<file path="config.mk">
export PLATFORM = sky130hd
export DESIGN_NAME = mem_port_arbiter
export DESIGN_NICKNAME = d
export VERILOG_FILES = /design/src/rtl/mem_port_arbiter.sv
export SDC_FILE = /design/constraint.sdc
export NUM_CORES = 1
export LEC_CHECK = 0
export ABC_AREA = 1
export CAP_MARGIN = 40
export CELL_PAD_IN_SITES_DETAIL_PLACEMENT = 0
export CELL_PAD_IN_SITES_GLOBAL_PLACEMENT = 1
export CORE_MARGIN = 3
export CORE_UTILIZATION = 30
export CTS_CLUSTER_SIZE = 24
export DETAILED_ROUTE_END_ITERATION = 8
export GPL_TIMING_DRIVEN = 0
export PLACE_DENSITY_LB_ADDON = 0.1
export SLEW_MARGIN = 20
export SYNTH_ARGS = -nofsm -noshare
export SYNTH_HDL_FRONTEND = slang
export SYNTH_SLANG_ARGS = --single-unit
</file>
<file path="constraint.sdc">
create_clock -name clk -period 2.5 [get_ports clk]
set_input_delay 0.375 -clock clk [delete_from_list [all_inputs] [get_ports clk]]
set_output_delay 0.375 -clock clk [all_outputs]
set_load 0.02 [all_outputs]
</file>
<file path="src/rtl/mem_port_arbiter.sv">
// mem_port_arbiter: arbitrates instruction-fetch and load/store requests onto
// the shared data memory port of the multicycle core. One access is in
// flight at a time; each access takes IDLE -> ACCESS -> RESP (3 cycles).
//
// Handshake: a requester raises *_req and holds it (with stable fields)
// until it sees its one-cycle *_ack; it must drop *_req in the cycle after
// the ack, otherwise the still-high req is taken as a new request when the
// arbiter is back in IDLE. Requests are only sampled in IDLE, and the
// request fields are latched at grant, so later changes are ignored.
module mem_port_arbiter #(
    parameter bit FIXED_PRIO = 1'b0
) (
    input  logic        clk,
    input  logic        rst_n,
    input  logic        i_req,
    input  logic [31:0] i_addr,
    output logic        i_ack,
    output logic [31:0] i_rdata,
    output logic        i_err,
    input  logic        d_req,
    input  logic        d_we,
    input  logic [31:0] d_addr,
    input  logic [1:0]  d_mask,
    input  logic        d_signed,
    input  logic [31:0] d_wdata,
    output logic        d_ack,
    output logic [31:0] d_rdata,
    output logic        d_err,
    output logic        mem_we,
    output logic [31:0] mem_addr,
    output logic [1:0]  mem_mask,
    output logic        mem_signed,
    output logic [31:0] mem_wdata,
    input  logic [31:0] mem_rdata,
    output logic [1:0]  dbg_state
);

    typedef enum logic [1:0] {
        IDLE   = 2'd0,
        ACCESS = 2'd1,
        RESP   = 2'd2
    } state_t;

    // Owner / last_grant encoding: 0 = instruction fetch, 1 = data port.
    localparam logic OWN_IFETCH = 1'b0;
    localparam logic OWN_DATA   = 1'b1;

    state_t      state, state_nxt;
    logic        last_grant;
    logic        owner;
    logic [31:0] lat_addr;
    logic [1:0]  lat_mask;
    logic        lat_signed;
    logic        lat_we;
    logic [31:0] lat_wdata;
    logic        lat_err;
    logic [31:0] i_rdata_q;
    logic [31:0] d_rdata_q;

    logic        grant_valid;
    logic        grant_data;
    logic [31:0] req_addr;
    logic [1:0]  req_mask;
    logic        req_signed;
    logic        req_we;
    logic [31:0] req_wdata;
    logic        req_err;

    // Pick the winner and build the request that would be latched on grant.
    always_comb begin
        grant_valid = i_req | d_req;
        grant_data  = d_req;
        if (i_req && d_req) begin
            grant_data = FIXED_PRIO ? OWN_DATA : ~last_grant;
        end
        req_addr   = grant_data ? d_addr : i_addr;
        req_mask   = grant_data ? d_mask : 2'b10;
        req_signed = grant_data & d_signed;
        req_we     = grant_data & d_we;
        req_wdata  = grant_data ? d_wdata : 32'h0;
        req_err    = (req_mask[1] & (|req_addr[1:0])) |
                     ((req_mask == 2'b01) & req_addr[0]);
    end

    // Next-state: one pass through ACCESS and RESP per granted request.
    always_comb begin
        state_nxt = state;
        case (state)
            IDLE:    if (grant_valid) state_nxt = ACCESS;
            ACCESS:  state_nxt = RESP;
            RESP:    state_nxt = IDLE;
            default: state_nxt = IDLE;
        endcase
    end

    // State register.
    always_ff @(posedge clk or negedge rst_n) begin
        if (!rst_n) state <= IDLE;
        else        state <= state_nxt;
    end

    // Latch the granted request and remember who won for round-robin.
    always_ff @(posedge clk or negedge rst_n) begin
        if (!rst_n) begin
            last_grant <= OWN_IFETCH;
            owner      <= OWN_IFETCH;
            lat_addr   <= 32'h0;
            lat_mask   <= 2'b00;
            lat_signed <= 1'b0;
            lat_we     <= 1'b0;
            lat_wdata  <= 32'h0;
            lat_err    <= 1'b0;
        end else if (state == IDLE && grant_valid) begin
            last_grant <= grant_data;
            owner      <= grant_data;
            lat_addr   <= req_addr;
            lat_mask   <= req_mask;
            lat_signed <= req_signed;
            lat_we     <= req_we;
            lat_wdata  <= req_wdata;
            lat_err    <= req_err;
        end
    end

    // Capture read data for the owner; stores and faulted accesses return 0.
    always_ff @(posedge clk or negedge rst_n) begin
        if (!rst_n) begin
            i_rdata_q <= 32'h0;
            d_rdata_q <= 32'h0;
        end else if (state == ACCESS) begin
            if (owner == OWN_DATA) d_rdata_q <= (lat_err | lat_we) ? 32'h0 : mem_rdata;
            else                   i_rdata_q <= (lat_err | lat_we) ? 32'h0 : mem_rdata;
        end
    end

    // Memory port and acks decode straight from registered state, so the
    // write strobe cannot glitch and vanishes the moment reset hits.
    always_comb begin
        mem_we     = (state == ACCESS) & lat_we & ~lat_err;
        mem_addr   = lat_addr;
        mem_mask   = lat_mask;
        mem_signed = lat_signed;
        mem_wdata  = lat_wdata;
        i_ack      = (state == RESP) & (owner == OWN_IFETCH);
        d_ack      = (state == RESP) & (owner == OWN_DATA);
        i_err      = i_ack & lat_err;
        d_err      = d_ack & lat_err;
        i_rdata    = i_rdata_q;
        d_rdata    = d_rdata_q;
        dbg_state  = state;
    end

endmodule

</file>
After elaboration in Yosys (flattened, before gate mapping)
Index checks and enable logic that the tools add are counted.
{"block": "op_classes", "n_eq_ne": 4, "bitwise_logic": 15, "n_reduce_logical": 6, "n_mux": 7}
{"op": "32-bit two-way mux", "n": 3}
{"op": "1-bit bitwise AND", "n": 10}
{"op": "2-bit by 1-bit == test with 1-bit output (second input constant)", "n": 2}
{"op": "2-bit two-way mux", "n": 2}
{"op": "2-bit case mux with 2 select lines", "n": 1}
{"op": "2-bit AND reduction", "n": 2}
{"op": "1-bit bitwise OR", "n": 3}
{"op": "2-bit == test (second input constant)", "n": 1}
{"op": "1-bit logical AND", "n": 2}
{"op": "2-bit zero test", "n": 1}
{"op": "2-bit inequality test (second input constant)", "n": 1}
{"op": "1-bit inverter", "n": 2}
{"op": "2-bit OR reduction", "n": 1}
{"op": "1-bit two-way mux", "n": 1}
{"block": "word_totals", "regBits": 136, "out_inout_bits": 138}

Depth between registers and ports, before layout
Gate-level depths: netlist of the first run.
{"block": "logic_depth", "depth_word": 6, "depth_mapped": 8}

Worst setup path after synthesis of the first run
No wires, ideal clock.
{"block": "synth_timing", "path_type": "register to output", "start": "reg owner", "end": "out d_err", "path_buffers": 2, "arrival_ns": 1.377, "path_stages_with_launch": 5, "path_slack_ns": 0.748, "cell_sequence": "dfrtp_1 > buf_4 > inv_1 > clkbuf_1 > nor4_1"}
{"block": "synth_via", "elab_chain_len": 2}
{"element": "from (decl)", "line": "50", "text": "logic owner;"}
{"element": "from (signal assigned)", "line": "115", "text": "owner <= grant_data;"}
{"element": "1-bit bitwise AND", "line": "145", "text": "d_ack = (state == RESP) & (owner == OWN_DATA);"}
{"element": "1-bit bitwise AND", "line": "147", "text": "d_err = d_ack & lat_err;"}
{"element": "to (decl)", "line": "28", "text": "output logic d_err,"}
Every way passes these cells.

Worst setup path in the final report of the first run
Ends and elaborated chain as after synthesis.

==> flow_metrics.env, run 1 <==
export IMPL_core_area_sq_um=19000
export IMPL_crit_path_max_fanout=10
export IMPL_cts_sinks=136
export IMPL_synth_common_cells="nand2_1, dfrtp_1, o21ai_0, nor2_1"
export IMPL_final_max_slew_viol_count=0
export IMPL_r2r_end="d_rdata[19]$_DFFE_PN0P_"
export IMPL_dpl_cell_area_sq_um=8970
export IMPL_p_comb_frac=0.496
export IMPL_status="complete, no violations"
export IMPL_antenna_found_initial=0
export IMPL_r2r_cells=7
export IMPL_multi_input_comb_area_sq_um=2050
export IMPL_synthArstFlopShare=1.00
export IMPL_hold_path_class="in2async"
export IMPL_reg2reg_slack_ps=900
export IMPL_wirelength_mm=20.1
export IMPL_arrival_ps=1960
export IMPL_grt_max_degree=82
export IMPL_synth_seq_cells=136
export IMPL_power_density_nw_per_um2=1340
export IMPL_synth_cells=708
export IMPL_dp_final_hpwl_mm=14.9
export IMPL_antenna_left=0
export IMPL_ys_flop_type="dfrtp_1"
export IMPL_r2r_start="owner$_DFFE_PN0P_"
export IMPL_cts_tree="built"
export IMPL_hold_viol=0
export IMPL_design_area_sq_um=9610
export IMPL_n_fill_cell=1907
export IMPL_setup_viol=0
export IMPL_clk_latency_ps=410
export IMPL_ir_drop_mv=0.512
export IMPL_num_antenna_cells=0
export IMPL_first_global_vias=5835
export IMPL_drtPass1Iterations=4
export IMPL_gr_total_overflow=0
export IMPL_crit_required_ps=2120
export IMPL_route_detailed_drc=0
export IMPL_period_needed_ps=2340
export IMPL_max_freq_mhz=428
export IMPL_worst_setup_path_type="reg2out"
export IMPL_portBuffers=273
export IMPL_layout_drive_gt1_share=0.0788
export IMPL_synth_area_leaders="dfrtp_1, nand2_1, o21ai_0, nor2_1, nand3_1"
export IMPL_synth_nets=844
export IMPL_p_leak_nw=4.60
export IMPL_pwr_share_seq=0.294
export IMPL_cts_root_buf="clkbuf_16"
export IMPL_gr_usage_all_layers=0.189
export IMPL_grt_pass1_wl_mm=32.1
export IMPL_cp_end_kind="primary output"
export IMPL_synth_distinct_cells=19
export IMPL_start_util=0.310
export IMPL_num_io_pins=274
export IMPL_rows=50
export IMPL_h_tree_depth=4
export IMPL_worstMarginPinSlew_ps=478
export IMPL_viasPerCell=4.46
export IMPL_drtIter0Drc=190
export IMPL_p_int_mw=7.62
export IMPL_numCtsBuffers=17
export IMPL_synthesis_area_sq_um=5880
export IMPL_die_x_um=146
export IMPL_clockBufferDepth=2
export IMPL_nets=1138
export IMPL_synth_edf_count=0
export IMPL_gp_congestion=0.777
export IMPL_final_seq_area_sq_um=3400
export IMPL_startpoint_type="register"
export IMPL_finalClockSkew_ps=9.20
export IMPL_synth_largest_area_cell="dfrtp_1"
export IMPL_cap_violations=0
export IMPL_final_instance_count_excl_fill=1275
export IMPL_synth_top_area_share=0.579
export IMPL_clk_pin_slew_ps=60
export IMPL_place_inst=1242
export IMPL_vias=5690
export IMPL_pwr_share_clk=0.210
export IMPL_avgRoutedWirePerCell_um=15.8
export IMPL_synth_avg_cell_area_sq_um=8.30
export IMPL_yosysMostFrequentCell="nand2_1"
export IMPL_die_area_sq_um=21300
export IMPL_yosysWarnings=0
export IMPL_swShare=0.408
export IMPL_seq_area_frac_synth=0.579
export IMPL_p_switching_mw=5.25
export IMPL_chipHeight_um=146
export IMPL_syn_to_final_growth_pct=63.5
export IMPL_rsz0062_at_grt="no"
export IMPL_finalCritPeriodShare=0.935
export IMPL_slew_headroom=0.681
cells by family (layout without fill, tap and decap cells):
logic type      count (synthesis)  after routing  synth area share
flops                         136            136             0.579
simple gates                  353            353             0.239
compound gates                129            129             0.110
buf+inv                        90            397            0.0715
critical path, cell delays in order (launching register included):
cell and delay (ps):
dfrtp_1 320, buf_4 190, clkinvlp_4 150, nor4_1 180, clkdlybuf4s50_1 710
through the flow:
stage	TNS [ps]	setup slack (ps)	hold slack, ps	util	total power [mW]
final	0	163	474	0.507	12.9
after CTS	0	106	480	0.507	13.1
after global routing	0	37.3	497	0.507	13.8
after detailed placement	0	175	332	0.473	10.3
after floorplan	0	748	79.4	-	7.03
after global placement	-666910	-4920	461	0.471	10.3
placed cells by master (no fill, tap or decap), types with 3 or more instances in the layout:
cell type	count
clkbuf_16	17
clkinvlp_4	3
inv_6	3
nor3_1	3
o21ai_1	22
bufinv_16	4
nor2_1	65
nand2_1	237
clkinv_4	3
dfrtp_1	136
buf_4	11
o21ai_0	105
nand3_1	39
clkbuf_1	12
clkdlybuf4s50_1	270
nand2_2	3
inv_1	38
inv_2	3
buf_2	24
flip-flops by register name, indices dropped and copies added (netlist names):
signal and count:
owner 1, mem_signed 1, dbg_state 2, mem_mask 2, mem_addr 32, mem_wdata 32, d_rdata 32, i_rdata 32
lat_err 1, lat_we 1
area by class of cell:
type | instances | area share
flip-flops and latches | 136 | 0.354
clock inverters | 14 | 0.0206
clock buffers | 18 | 0.0447
multi-input cells | 482 | 0.214
plain buffers | 47 | 0.0270
inverters | 42 | 0.0168
well taps | 260 | 0.0339
repair buffers | 276 | 0.289
what timing repair did:
action                     4_1_cts  5_1_grt
resized for setup                3        0
setup endpoints to repair        4        0
hold endpoints to repair        55        0
buffers inserted                 1        0
hold buffers                     1        0
metal layers:
layer,global-route usage,part of all wire,vias up
li1,-,-,2842
met1,0.228,0.42,2649
met2,0.316,0.48,178
met3,0.0729,0.081,21
met4,0.0522,0.017,0
met5,0,0,-
power groups by stage:
stage | registers (mW) | logic (mW) | clock network, mW
floorplan | 5.03 | 2.01 | 0
global placement | 3.80 | 6.48 | 0
detailed placement | 3.80 | 6.50 | 0
CTS | 3.79 | 6.52 | 2.75
global route | 3.93 | 6.98 | 2.86
finish | 3.79 | 6.38 | 2.70
worst max-delay path by stage:
stage,from,end,cells past startpoint
CTS,owner$_DFFE_PN0P_,d_err,4
global route,owner$_DFFE_PN0P_,d_err,4
detailed placement,owner$_DFFE_PN0P_,d_ack,5
global placement,rst_n,mem_wdata[16]$_DFFE_PN0P_,1
finish,owner$_DFFE_PN0P_,d_err,4
floorplan,owner$_DFFE_PN0P_,d_err,4
(Power assumes the default switching activity.)
==> run 2: changes to the inputs <==
--- a/config.mk
+++ b/config.mk
@@ -7,7 +7,7 @@
 export LEC_CHECK = 0
 export ABC_AREA = 1
 export CAP_MARGIN = 40
-export CELL_PAD_IN_SITES_DETAIL_PLACEMENT = 0
+export CELL_PAD_IN_SITES_DETAIL_PLACEMENT = 1
 export CELL_PAD_IN_SITES_GLOBAL_PLACEMENT = 1
 export CORE_MARGIN = 3
 export CORE_UTILIZATION = 30
==> run 2 against run 1 <==
Clock power fell by 3%. Hold slack improved by 4.5 ps. Critical path depth fell by 1. Clock-buffer cell count rose by 1. Fmax rose by 0.69%. Cell count barely moved. Clock skew rose by 1.2 ps. Wire length rose by 8.2%. Flip-flop and latch count did not move. Via count rose by 2.4%.
==> flow_metrics.env, run 2 (synthesis results as in run 1) <==
export IMPL_worst_setup_path_type="reg2out"
export IMPL_nets=1137
export IMPL_clk_latency_ps=420
export IMPL_die_x_um=146
export IMPL_dpl_cell_area_sq_um=8970
export IMPL_reg2reg_slack_ps=760
export IMPL_clk_pin_slew_ps=60
export IMPL_portBuffers=273
export IMPL_r2r_start="owner$_DFFE_PN0P_"
export IMPL_hold_viol=0
export IMPL_vias=5824
export IMPL_crit_path_end="i_err"
export IMPL_rsz0062_at_grt="no"
export IMPL_cap_violations=0
export IMPL_grt_max_degree=82
export IMPL_setup_viol=0
export IMPL_drtPass1Iterations=4
export IMPL_antenna_found_initial=1
export IMPL_hold_path_class="in2async"
export IMPL_num_antenna_cells=0
export IMPL_dp_final_hpwl_mm=16.3
export IMPL_gp_congestion=0.777
export IMPL_gr_usage_all_layers=0.206
export IMPL_n_fill_cell=2261
export IMPL_viasPerCell=4.57
export IMPL_cp_end_kind="primary output"
export IMPL_h_tree_depth=4
export IMPL_pwr_share_clk=0.203
export IMPL_p_int_mw=7.54
export IMPL_core_area_sq_um=19000
export IMPL_cts_sinks=136
export IMPL_cts_tree="built"
export IMPL_rows=50
export IMPL_avgRoutedWirePerCell_um=17.1
export IMPL_pwr_share_seq=0.295
export IMPL_r2r_cells=5
export IMPL_crit_path_max_fanout=10
export IMPL_antenna_left=0
export IMPL_path_buf_inv=2
export IMPL_period_needed_ps=2320
export IMPL_worstMarginPinSlew_ps=592
export IMPL_path_cells="buf_4, nor4_1, clkdlybuf4s50_1"
export IMPL_status="complete, no violations"
export IMPL_layout_drive_gt1_share=0.0769
export IMPL_chipHeight_um=146
export IMPL_final_common_cell="clkdlybuf4s50_1"
export IMPL_whs_ps=478
export IMPL_grt_pass1_wl_mm=34.8
export IMPL_drtIter0Drc=187
export IMPL_design_area_sq_um=9580
export IMPL_r2r_end="d_rdata[8]$_DFFE_PN0P_"
export IMPL_slowest_stage="clkdlybuf4s50_1"
export IMPL_final_seq_area_sq_um=3400
export IMPL_finalCritPeriodShare=0.928
export IMPL_first_global_vias=6329
export IMPL_ir_drop_mv=0.553
export IMPL_clockBufferDepth=2
export IMPL_final_cell_mix="clkdlybuf4s50_1, nand2_1, dfrtp_1, o21ai_0, nor2_1"
export IMPL_multi_input_comb_area_sq_um=2050
export IMPL_start_util=0.310
export IMPL_gr_total_overflow=0
export IMPL_syn_to_final_growth_pct=63.0
export IMPL_die_area_sq_um=21300
export IMPL_power_density_nw_per_um2=1350
export IMPL_final_instance_count_excl_fill=1274
export IMPL_arrival_ps=1950
export IMPL_post_cts_buffers=0
export IMPL_cts_root_buf="clkbuf_16"
export IMPL_final_max_slew_viol_count=0
export IMPL_place_inst=1242
export IMPL_num_io_pins=274
export IMPL_startpoint_type="register"
export IMPL_numCtsBuffers=17
export IMPL_route_detailed_drc=0
export IMPL_slew_headroom=0.605
export IMPL_p_comb_frac=0.502
export IMPL_swShare=0.416
export IMPL_finalClockSkew_ps=10.4
export IMPL_worstSetupStartpoint="owner$_DFFE_PN0P_"
export IMPL_max_freq_mhz=431
export IMPL_slowest_delay_ps=700
export IMPL_crit_required_ps=2120
export IMPL_p_leak_nw=4.59
export IMPL_p_switching_mw=5.37
export IMPL_path_delay_family="buffers and inverters"
export IMPL_cp_depth=3
export IMPL_wirelength_mm=21.8
## run 2: cell type report
class	count	area share
clock buffers	19	0.0462
repair buffers	275	0.289
flip-flops and latches	136	0.355
well taps	260	0.0340
clock inverters	13	0.0176
multi-input cells	482	0.214
plain buffers	47	0.0270
inverters	42	0.0165
## run 2: routing by layer
layer  up-vias  GRT usage  routed length [um]
met1      2796      0.229                8690
met3        25     0.0797                1690
met4         2     0.0627                 362
met2       166      0.364               11000
met5         -          0                  13
li1       2835          -                   -
## run 2: timing repair
| action | CTS | global route |
|---|---|---|
| resized for setup | 4 | 0 |
| hold buffers | 1 | 0 |
| endpoints found under the setup margin | 4 | 0 |
| hold endpoints to repair | 55 | 0 |
## run 2: worst min path at each step
stage / end / cells past startpoint
6_report: i_rdata[8]$_DFFE_PN0P_ / 2
4_1_cts: i_rdata[8]$_DFFE_PN0P_ / 2
3_3_place_gp: mem_wdata[23]$_DFFE_PN0P_ / 2
5_1_grt: mem_wdata[19]$_DFFE_PN0P_ / 3
2_1_floorplan: d_rdata[0]$_DFFE_PN0P_ / 0
3_5_place_dp: i_rdata[8]$_DFFE_PN0P_ / 1
## run 2: stage by stage
| step | power, mW | utilization | setup slack [ps] | TNS, ps |
|---|---|---|---|---|
| floorplan | 7.03 | - | 748 | 0 |
| global placement | 10.3 | 0.471 | -4920 | -666910 |
| detailed placement | 10.4 | 0.473 | 192 | 0 |
| CTS | 13.1 | 0.505 | 109 | 0 |
| global route | 13.8 | 0.505 | 55.0 | 0 |
| finish | 12.9 | 0.505 | 179 | 0 |
## run 2: power by group through the flow
stage	Sequential, mW	Combinational [mW]	Clock (mW)
floorplan	5.03	2.01	0
global placement	3.80	6.48	0
detailed placement	3.84	6.57	0
CTS	3.82	6.60	2.69
global route	3.95	7.07	2.81
finish	3.81	6.48	2.62
